===== config.mk =====
export PLATFORM = sky130hd
export DESIGN_NAME = sqrt_issue_scheduler
export DESIGN_NICKNAME = d
export VERILOG_FILES = /design/src/rtl/sqrt_issue_scheduler_pkg.sv /design/src/rtl/sqrt_issue_scheduler_rr_arbiter.sv /design/src/rtl/sqrt_issue_scheduler.sv
export SDC_FILE = /design/constraint.sdc
export NUM_CORES = 1
export LEC_CHECK = 0
export BUFFER_PORTS_ARGS = -buffer_cell sky130_fd_sc_hd__buf_4
export CORE_MARGIN = 5
export CORE_UTILIZATION = 50
export DETAILED_ROUTE_END_ITERATION = 7
export MAX_ROUTING_LAYER = met4
export PLACE_DENSITY = 0.72
export SLEW_MARGIN = 20
export SYNTH_ARGS = -nofsm -noshare
export SYNTH_HDL_FRONTEND = slang
export SYNTH_SLANG_ARGS = --single-unit

===== constraint.sdc =====
create_clock -name clk -period 4.9 [get_ports clk]
set_clock_uncertainty 0.1 [all_clocks]
set_input_delay 1.225 -clock clk [delete_from_list [all_inputs] [get_ports clk]]
set_output_delay 1.225 -clock clk [all_outputs]
set_load 0.05 [all_outputs]

===== src/rtl/sqrt_issue_scheduler_pkg.sv =====
// Shared types and constants for the square-root issue scheduler.
// Ids are stored at their widest size (up to 8 requesters) and narrowed at the top.
package sqrt_issue_scheduler_pkg;

   localparam int unsigned WORD_W   = 32;
   localparam int unsigned MAX_ID_W = 3;

   function automatic int unsigned id_w(input int unsigned nreq);
      return (nreq > 1) ? $clog2(nreq) : 1;
   endfunction

   typedef struct packed {
      logic                valid;
      logic [MAX_ID_W-1:0] id;
   } tag_t;

   typedef struct packed {
      logic [WORD_W-1:0]   data;
      logic [MAX_ID_W-1:0] id;
   } res_t;

endpackage


===== src/rtl/sqrt_issue_scheduler_rr_arbiter.sv =====
// Round-robin arbiter: combinational one-hot grant, search starts at the rr pointer.
// The pointer moves past the winner only when a grant is actually issued.
module sqrt_issue_scheduler_rr_arbiter #(
   parameter int unsigned NREQ = 4
) (
   input  logic                    clk,
   input  logic                    rst_n,
   input  logic [NREQ-1:0]         req,
   input  logic                    enable,
   output logic [NREQ-1:0]         gnt,
   output logic [$clog2(NREQ)-1:0] idx
);

   localparam int unsigned ID_W = $clog2(NREQ);

   logic [ID_W-1:0] ptr_q, ptr_d;
   logic [ID_W-1:0] cand;
   logic            found;

   always_comb begin
      gnt   = '0;
      idx   = '0;
      cand  = '0;
      found = 1'b0;
      for (int unsigned k = 0; k < NREQ; k++) begin
         cand = ID_W'((32'(ptr_q) + k) % NREQ);
         if (enable && !found && req[cand]) begin
            found     = 1'b1;
            gnt[cand] = 1'b1;
            idx       = cand;
         end
      end
      ptr_d = ptr_q;
      if (found) begin
         ptr_d = (32'(idx) == NREQ - 1) ? '0 : idx + ID_W'(1);
      end
   end

   always_ff @(posedge clk or negedge rst_n) begin
      if (!rst_n) begin
         ptr_q <= '0;
      end else begin
         ptr_q <= ptr_d;
      end
   end

endmodule


===== src/rtl/sqrt_issue_scheduler.sv =====
// Shares one free-running square-root pipeline between NREQ requesters.
// Credits bound issued-but-unpopped results to FIFO_DEPTH, so FIFO writes are never qualified.
module sqrt_issue_scheduler
   import sqrt_issue_scheduler_pkg::*;
#(
   parameter int unsigned NREQ       = 4,
   parameter int unsigned PIPE_LAT   = 5,
   parameter int unsigned FIFO_DEPTH = 8
) (
   input  logic                     clk,
   input  logic                     rst_n,
   input  logic [NREQ-1:0]          req,
   input  logic [WORD_W*NREQ-1:0]   req_data,
   output logic [NREQ-1:0]          gnt,
   output logic [WORD_W-1:0]        ar_in_s,
   input  logic [WORD_W-1:0]        ar_sqrt,
   output logic                     res_valid,
   input  logic                     res_ready,
   output logic [WORD_W-1:0]        res_data,
   output logic [$clog2(NREQ)-1:0]  res_id,
   output logic                     busy
);

   localparam int unsigned ID_W  = $clog2(NREQ);
   localparam int unsigned PTR_W = $clog2(FIFO_DEPTH);
   localparam int unsigned CNT_W = PTR_W + 1;

   logic [ID_W-1:0]   gnt_idx;
   logic              issue, push, pop, any_inflight;
   logic [WORD_W-1:0] sel_data;
   logic [CNT_W-1:0]  credits_q, occ_q;
   logic [PTR_W-1:0]  wptr_q, rptr_q;
   tag_t              tag_q [PIPE_LAT];
   res_t              mem_q [FIFO_DEPTH];
   res_t              head;

   // Reset gates the enable so no grant is seen while rst_n is low.
   sqrt_issue_scheduler_rr_arbiter #(
      .NREQ(NREQ)
   ) u_arb (
      .clk   (clk),
      .rst_n (rst_n),
      .req   (req),
      .enable(rst_n && (credits_q != '0)),
      .gnt   (gnt),
      .idx   (gnt_idx)
   );

   assign issue = |gnt;
   assign push  = tag_q[PIPE_LAT-1].valid;
   assign pop   = res_valid & res_ready;

   always_comb begin
      sel_data = '0;
      for (int i = 0; i < int'(NREQ); i++) begin
         if (gnt[i]) sel_data = req_data[WORD_W*i +: WORD_W];
      end
      any_inflight = 1'b0;
      for (int s = 0; s < int'(PIPE_LAT); s++) begin
         any_inflight = any_inflight | tag_q[s].valid;
      end
   end

   always_ff @(posedge clk or negedge rst_n) begin
      if (!rst_n) begin
         ar_in_s   <= '0;
         credits_q <= CNT_W'(FIFO_DEPTH);
         for (int s = 0; s < int'(PIPE_LAT); s++) tag_q[s] <= '0;
      end else begin
         if (issue) ar_in_s <= sel_data;
         tag_q[0] <= '{valid: issue, id: MAX_ID_W'(gnt_idx)};
         for (int s = 1; s < int'(PIPE_LAT); s++) tag_q[s] <= tag_q[s-1];
         case ({issue, pop})
            2'b10:   credits_q <= credits_q - CNT_W'(1);
            2'b01:   credits_q <= credits_q + CNT_W'(1);
            default: credits_q <= credits_q;
         endcase
      end
   end

   // Storage carries no reset; occupancy alone decides what is valid.
   always_ff @(posedge clk) begin
      if (push) mem_q[wptr_q] <= '{data: ar_sqrt, id: tag_q[PIPE_LAT-1].id};
   end

   always_ff @(posedge clk or negedge rst_n) begin
      if (!rst_n) begin
         wptr_q <= '0;
         rptr_q <= '0;
         occ_q  <= '0;
      end else begin
         if (push) wptr_q <= wptr_q + PTR_W'(1);
         if (pop)  rptr_q <= rptr_q + PTR_W'(1);
         case ({push, pop})
            2'b10:   occ_q <= occ_q + CNT_W'(1);
            2'b01:   occ_q <= occ_q - CNT_W'(1);
            default: occ_q <= occ_q;
         endcase
      end
   end

   assign head      = mem_q[rptr_q];
   assign res_valid = (occ_q != '0);
   assign res_data  = head.data;
   assign res_id    = ID_W'(head.id);
   assign busy      = any_inflight | res_valid;

endmodule


---- After elaboration in Yosys (flattened, before gate mapping) ----
Memories as Yosys holds them, arrays and structs flattened.
Cells that the tools add are included.
storage, ports and cells
  memories kept ........................... 1
  output and inout bits ................... 72
  RAM bits ................................ 272
  flip-flop bits (word level) ............. 63
memories
  name   depth  width  read ports  clocked after Yosys merged registers in  write ports  line                        source
  mem_q  8      34     1           0                                        1            sqrt_issue_scheduler.sv:34  res_t mem_q [FIFO_DEPTH];
operators by class
  $add $sub $neg .......................... 10
  reduce and logical (&&, ||, !) cells .... 20
  equal/unequal tests ..................... 5
  order comparisons ....................... 8
  mux-type cells .......................... 37
  bitwise operators ....................... 9
operator list
  cell                                                                           count
  32-bit 2-to-1 mux                                                              4
  4-bit 2-to-1 mux                                                               4
  4-bit one-hot mux with 2 select lines                                          2
  1-bit 2-to-1 mux                                                               14
  1-bit logical AND                                                              12
  2-bit by 3-bit less-than comparator with 1-bit output (second input constant)  4
  4-bit OR                                                                       3
  2-bit 2-to-1 mux                                                               5
  4-bit by 1-bit adder with 4-bit output (second input constant)                 2
  1-bit binary-select mux with 2-bit select                                      4
  1-bit demux with 2-bit select                                                  4
  2-bit by 1-bit >= comparator with 1-bit output (second input constant)         4
  4-bit nonzero test                                                             2
  4-bit by 1-bit subtractor with 4-bit output (second input constant)            2
  3-bit by 1-bit adder with 3-bit output (second input constant)                 2
  2-bit == test (second input constant)                                          3
  1-bit OR                                                                       5
  2-bit by 1-bit adder with 2-bit output (second input constant)                 2
  2-bit adder (second input constant)                                            2
  2-bit by 1-bit == test with 1-bit output (second input constant)               2
  2-bit nonzero test                                                             2
  4-bit OR reduction                                                             1
  1-bit logical NOT                                                              3
  1-bit bitwise AND                                                              1

---- Longest topological paths before layout ----
Gate-level depths: netlist (run 1).
  depth in word-level cells ............... 20
  depth in mapped cells ................... 20

---- Modules after synthesis ----
A second synthesis (run 1) with hierarchy kept.
second synthesis, totals
  cells, all modules ...................... 815
  area total of the unflattened synthesis .. 14136.1 um^2
modules (own cells, without submodules)
  module                           instances  area an instance (um^2)  cells each
  sqrt_issue_scheduler             1          13544.2                  749
  sqrt_issue_scheduler_rr_arbiter  1          591.8                    66

---- Least setup slack after synthesis (run 1) ----
OpenSTA, ideal clock, no wires.
  kind .................................... register to register
  from .................................... register with a tool-made name
  to ...................................... register credits_q[3]
  data required time ...................... 4.717 ns
  library setup time ...................... 0.083 ns
  setup slack ............................. 0.324 ns
  cell stages (with the launch flop) ...... 21
  data arrival time ....................... 4.393 ns
  buffers on the path ..................... 4
  path through ............................ dfrtp_1 -> buf_4 -> inv_1 -> ha_1 -> buf_6 -> mux4_2 -> nor3b_4 -> nand2_1 -> a311o_1 -> inv_2 -> buf_6 -> buf_2 -> nor3_1 -> ha_1 -> inv_1 -> ha_1 -> a21o_1 -> a21oi_1 -> xnor2_1 -> nor2_1 -> xor2_1
RTL lines
  what                    line                        source
  end signal: assignment  sqrt_issue_scheduler.sv:67  credits_q <= CNT_W'(FIFO_DEPTH);
  end signal: assignment  sqrt_issue_scheduler.sv:74  2'b10: credits_q <= credits_q - CNT_W'(1);
  end signal: assignment  sqrt_issue_scheduler.sv:75  2'b01: credits_q <= credits_q + CNT_W'(1);
  end: declaration        sqrt_issue_scheduler.sv:31  logic [CNT_W-1:0] credits_q, occ_q;

==> flow_summary.yaml, run 1 <==
run_status:
  status: "finished, final reports clean"
min_path:
  hold_path_depth: 0
  worstHoldPathType: "reg -> reg"
  min_to: "tag_q[9]$_DFF_PN0_"
  hold_start: "tag_q[13]$_DFF_PN0_"
synthesis:
  synth-seq-area-share_pct: 67.9
  syn-cell-area_um2: 14300
  ys_warn_count: 0
  synthTopCellsByArea: "edfxtp_1 57%, mux4_2 11%, dfrtp_1 11%, a2111oi_2 3.1%, mux2_2 3.0%"
  synth_area_leader_cell: "edfxtp_1"
  syn_avg_cell_area_um2: 18.3
  synth_top_area_share_pct: 56.9
  syn_inst: 785
  synth_nets: 970
  synth_cell_types: 49
  ys_ff_latch: 335
clock_tree:
  clk_pin_slew_ps: 60
  clock-sinks: 335
  ctsHoldBuffers: 0
  htreeDepth: 2
  root_buffer: "clkbuf_16"
  clockBufferDepth: 3
  post_cts_resized: 0
  cts_tree: "done"
  clock_latency_ps: 510
  postCtsSetupRepairBufs: 0
  cts_buffers: 35
place:
  io_buffer_count: 238
  dp_hpwl_um: 21300
  routabilityCongestion: 0.881
setup_path:
  crit_path_top_delay_cell: "mux4_2"
  critPathMaxFanout: 11
  reg2regPathDepth: 16
  cp.arrival_ps: 3310
  crit_required_ps: 3580
  slowest_delay_ps: 660
  path_class: "reg -> out"
  r2r-end: "credits_q[3]$_DFFE_PN1P_"
  path_cells: "inv_1 > ha_1 > mux4_2 > nor3b_4 > nand2_1 > a311o_1 > clkinv_2 > buf_4"
  start_kind: "flop"
  end_kind: "primary output"
  r2r_slack_ps: 790
grt:
  grtUsageTotal_pct: 21.1
  grt_pass1_wl_um: 49900
  grt_max_degree: 64
  grt_pass1_vias: 8866
  antenna_found_initial: 1
  overflow: 0
detailed_routing:
  vias: 8296
  wire_per_inst_um: 22.5
  drt_iter0_markers: 479
  ant_nets: 0
  routed_wl_um: 32500
  drtPass1Iterations: 4
  route.detailed.drc: 0
  vias_per_cell: 5.75
power:
  combPwrFrac_pct: 48.4
  power_frac_clock_pct: 18.8
  intPower_w: 0.00777
  p_sw_w: 0.00526
  p_leak_nw: 6.38
  swShare_pct: 40.4
  p_seq_share_pct: 32.8
  power.density_nw_per_um2: 735
  ir_drop_uv: 569
final_layout:
  fin_util_pct: 62.1
  fin_nets: 1219
  layout_commonest_cell: "edfxtp_1"
  layout_common_cells: "272 x edfxtp_1, 263 x buf_4, 72 x mux4_2"
  layout-drive-gt1-share_pct: 47.7
  syn2layout_area_growth_pct: 23.5
floorplan:
  rows: 62
  num_io_pins: 239
  die_area_um2: 32200
  die_w_um: 179
  die_y_um: 179
  initial_utilization_pct: 50.3
  core_region_area_um2: 28500
timing:
  hold_violations: 0
  tightestPinTransition_ps: 1090
  fin_crit_sh_pct: 94.7
  setup_viol: 0
  fmax_mhz: 216
  tns_ps: 0
  relSlewSlack_pct: 27.3
  fin_crit_ps: 4640
  rsz0062_at_grt: "false"
  slew_violations: 0
flow_run:
  maxCapViolCount: 0
==> through the flow <==
step / total power [W] / setup WS, ps / cell area, µm² / hold slack, ps / cells
6_report: 0.0130 / 261 / 17700 / 250 / 1443
5_1_grt: 0.0137 / 124 / 17700 / 268 / 1443
4_1_cts: 0.0132 / 244 / 17700 / 253 / 1442
3_5_place_dp: 0.0107 / 424 / 16600 / 238 / 1381
3_3_place_gp: 0.0106 / 490 / 16600 / 232 / 1380
2_1_floorplan: 0.00892 / 324 / 14300 / 231 / 785
==> logic make-up (layout without fill, tap and decap cells) <==
kind of cell    Yosys count  count (layout)  synth area share, %
flops                   335             335                 67.9
simple gates            143             143                 5.14
mux                     115             115                 14.6
compound gates           91              91                 7.40
buf+inv                  69             342                 2.36
fa+ha+maj                18              18                 1.67
xor+xnor                 14              14                0.855
other cells               0               1                    0
==> power by group through the flow <==
stage,clock network [W],logic (W),registers (W)
5_1_grt,0.00264,0.00673,0.00435
3_3_place_gp,0,0.00627,0.00429
4_1_cts,0.00251,0.00639,0.00429
2_1_floorplan,0,0.00435,0.00457
6_report,0.00245,0.00631,0.00427
3_5_place_dp,0,0.00639,0.00433
==> registers in the layout (all words and copies together), names as in the netlist, named ones only <==
name	count
occ_q	4
mem_q	272
credits_q	4
wptr_q	3
tag_q	14
ar_in_s	32
rptr_q	3
push	1
u_arb.ptr_q	1
==> metal layers <==
| layer | track usage [%] | part of all wire [%] | routed length, µm |
|---|---|---|---|
| met3 | 4.78 | 7.1 | 2300 |
| met5 | - | 0 | 0 |
| met4 | 7.01 | 3.0 | 968 |
| met1 | 26.3 | 39 | 12700 |
| met2 | 34.6 | 51 | 16600 |
==> worst max path at each step <==
stage	from	endpoint	slack, ps	depth (start not counted)
3_5_place_dp	req[3]	credits_q[3]$_DFFE_PN1P_	420	14
2_1_floorplan	flop	credits_q[3]$_DFFE_PN1P_	320	20
6_report	flop	gnt[2]	260	8
3_3_place_gp	req[3]	credits_q[3]$_DFFE_PN1P_	490	14
5_1_grt	flop	gnt[2]	120	8
4_1_cts	flop	gnt[2]	240	8
==> critical path: cells and delay by family (launching register included) <==
family	cells	cell delay, ps
buf+inv	3	540
simple gates	2	380
fa+ha+maj	1	470
flops	1	340
compound gates	1	390
mux	1	660
==> synth_stat cells, drive strengths merged <==
library cell / instances
nor3b: 3
o41ai: 1
xor2: 4
o22ai: 32
and3b: 1
a211o: 1
nor2b: 3
a2111oi: 32
nand2b: 4
clkbuf: 21
nand2: 11
nor3: 37
o21ai: 6
inv: 14
xnor2: 10
a311o: 2
edfxtp: 272
or3: 1
o211ai: 2
buf: 33
fa: 2
a21oi: 5
or3b: 1
a21o: 5
mux2i: 5
nor2: 46
o31ai: 2
nor4: 33
dfrtp: 62
a221oi: 1
a311oi: 2
ha: 16
mux2: 38
and4bb: 1
or4: 2
dfstp: 1
mux4: 72
clkinv: 1
==> final cells by class <==
class | count | area, µm²
fill | 2143 | 10800
multi-input combinational | 381 | 4330
antenna | 1 | 2.50
timing repair buffer | 266 | 2030
inverter | 15 | 57.6
sequential | 335 | 9750
clock buffer | 47 | 942
tap | 384 | 480
clock inverter | 14 | 121
No activity file was read; power rests on OpenSTA's default activity.
==> run 2: changes to the inputs <==
--- a/config.mk
+++ b/config.mk
@@ -9,7 +9,6 @@
 export CORE_MARGIN = 5
 export CORE_UTILIZATION = 50
 export DETAILED_ROUTE_END_ITERATION = 7
-export MAX_ROUTING_LAYER = met4
 export PLACE_DENSITY = 0.72
 export SLEW_MARGIN = 20
 export SYNTH_ARGS = -nofsm -noshare
==> flow_summary.yaml, run 2 (synthesized netlist as in run 1, its figures left out) <==
run_status:
  status: "finished, final reports clean"
power:
  p_sw_w: 0.00522
  combPwrFrac_pct: 48.1
  ir_drop_uv: 391
  intPower_w: 0.00774
  power_frac_clock_pct: 18.7
  power.density_nw_per_um2: 734
  swShare_pct: 40.3
  p_seq_share_pct: 33.3
  p_leak_nw: 6.36
floorplan:
  die_area_um2: 32200
  core_region_area_um2: 28500
  die_y_um: 179
  rows: 62
  die_w_um: 179
  num_io_pins: 239
  initial_utilization_pct: 50.3
setup_path:
  crit_cells: 8
  path_cells: "inv_1 > ha_1 > mux4_2 > nor3b_4 > nand2_1 > a311o_1 > clkinv_2 > buf_4"
  reg2regPathDepth: 16
  end_kind: "primary output"
  start_kind: "flop"
  crit_path_top_delay_cell: "mux4_2"
  slowest_delay_ps: 660
  cp_top_family: "multiplexers"
  path_buf_inv: 3
  critPathMaxFanout: 10
  cp.arrival_ps: 3230
  crit_required_ps: 3580
  path_class: "reg -> out"
  r2r_slack_ps: 810
  r2r-end: "credits_q[3]$_DFFE_PN1P_"
timing:
  setup_ws_ps: 340
  slew_violations: 0
  tns_ps: 0
  hold_violations: 0
  setup_viol: 0
  fin_crit_sh_pct: 93.1
  fmax_mhz: 219
  relSlewSlack_pct: 28.3
  tightestPinTransition_ps: 1080
  rsz0062_at_grt: "false"
  fin_crit_ps: 4560
detailed_routing:
  routed_wl_um: 32100
  wire_per_inst_um: 22.3
  drt_iter0_markers: 519
  vias: 8279
  drtPass1Iterations: 5
  vias_per_cell: 5.77
  route.detailed.drc: 0
  ant_nets: 0
final_layout:
  layout_commonest_cell: "edfxtp_1"
  reg_top3: "mem_q (272), ar_in_s (32), tag_q (14)"
  multiInputGateArea_um2: 4330
  largest_reg_flops: 272
  syn2layout_area_growth_pct: 23.2
  layout-drive-gt1-share_pct: 47.9
  fillers: 2083
  antenna_cells: 0
  regMostFlops: "mem_q"
  fin_nets: 1216
  register_area_um2: 9750
  layout_common_cells: "272 x edfxtp_1, 260 x buf_4, 72 x mux4_2"
grt:
  grt_pass1_vias: 8884
  grt_pass1_wl_um: 49500
  grt_max_degree: 64
  grtUsageTotal_pct: 20.1
  antenna_found_initial: 0
  overflow: 0
clock_tree:
  htreeDepth: 2
  clock_latency_ps: 500
  clk_pin_slew_ps: 60
  ctsHoldBuffers: 0
  cts_tree: "done"
  postCtsSetupRepairBufs: 0
  post_cts_resized: 0
  root_buffer: "clkbuf_16"
  clockBufferDepth: 3
  clock-sinks: 335
  cts_buffers: 35
min_path:
  hold_start: "tag_q[8]$_DFF_PN0_"
  worstHoldPathType: "reg -> reg"
  hold_path_depth: 0
  min_to: "tag_q[4]$_DFF_PN0_"
place:
  dpl_worst_slack_ps: 403
  io_buffer_count: 238
  dp_hpwl_um: 20900
  routabilityCongestion: 0.864
flow_run:
  maxCapViolCount: 0
==> run 2: worst register-to-register path: stages (launching register included) <==
cell and delay (ps):
dfrtp_1 340, inv_1 120, ha_1 470, mux4_2 670, nor3b_4 280, nand2_1 80, a311o_1 390, clkinv_2 170
nor3_1 110, ha_1 230, inv_1 130, ha_1 250, a21o_1 170, a21oi_1 180, xnor2_1 150, nor2_1 70
xor2_1 140
==> run 2: worst max path at each step <==
stage / endpoint / start
3_3_place_gp: gnt[2] / req[2]
6_report: gnt[2] / flop
4_1_cts: gnt[2] / flop
2_1_floorplan: credits_q[3]$_DFFE_PN1P_ / flop
5_1_grt: gnt[2] / flop
3_5_place_dp: credits_q[3]$_DFFE_PN1P_ / req[3]
==> run 2: final cells by class <==
class                      count  share of cell area [%]
multi-input combinational    381                    24.5
clock buffer                  44                    5.34
inverter                      15                   0.326
tap                          384                    2.72
sequential                   335                    55.2
timing repair buffer         263                    11.4
clock inverter                13                   0.559
==> run 2: power groups by stage <==
| stage | logic [W] | clock network (W) | registers, W |
|---|---|---|---|
| after floorplan | 0.00435 | 0 | 0.00457 |
| after global placement | 0.00623 | 0 | 0.00434 |
| after detailed placement | 0.00629 | 0 | 0.00438 |
| after CTS | 0.00631 | 0.00248 | 0.00433 |
| after global routing | 0.00663 | 0.00260 | 0.00440 |
| final | 0.00623 | 0.00242 | 0.00431 |
==> run 2: through the flow <==
step / hold WS [ps] / util (%) / total power, W / std cells / area (µm²)
CTS: 249 / 61.9 / 0.0131 / 1435 / 17700
global route: 261 / 61.9 / 0.0136 / 1435 / 17700
global placement: 233 / 58.2 / 0.0106 / 1378 / 16600
detailed placement: 236 / 58.2 / 0.0107 / 1378 / 16600
floorplan: 231 / - / 0.00892 / 785 / 14300
finish: 246 / 61.9 / 0.0130 / 1435 / 17700
==> run 2: layer usage <==
metal	GRT usage [%]	share of wire, %	wire [µm]	up-vias
met1	25.4	38	12300	4194
met2	34.3	51	16300	338
met3	5.20	7.9	2540	50
met5	0	0	0	-
met4	6.79	3.0	949	0
li1	-	-	-	3697
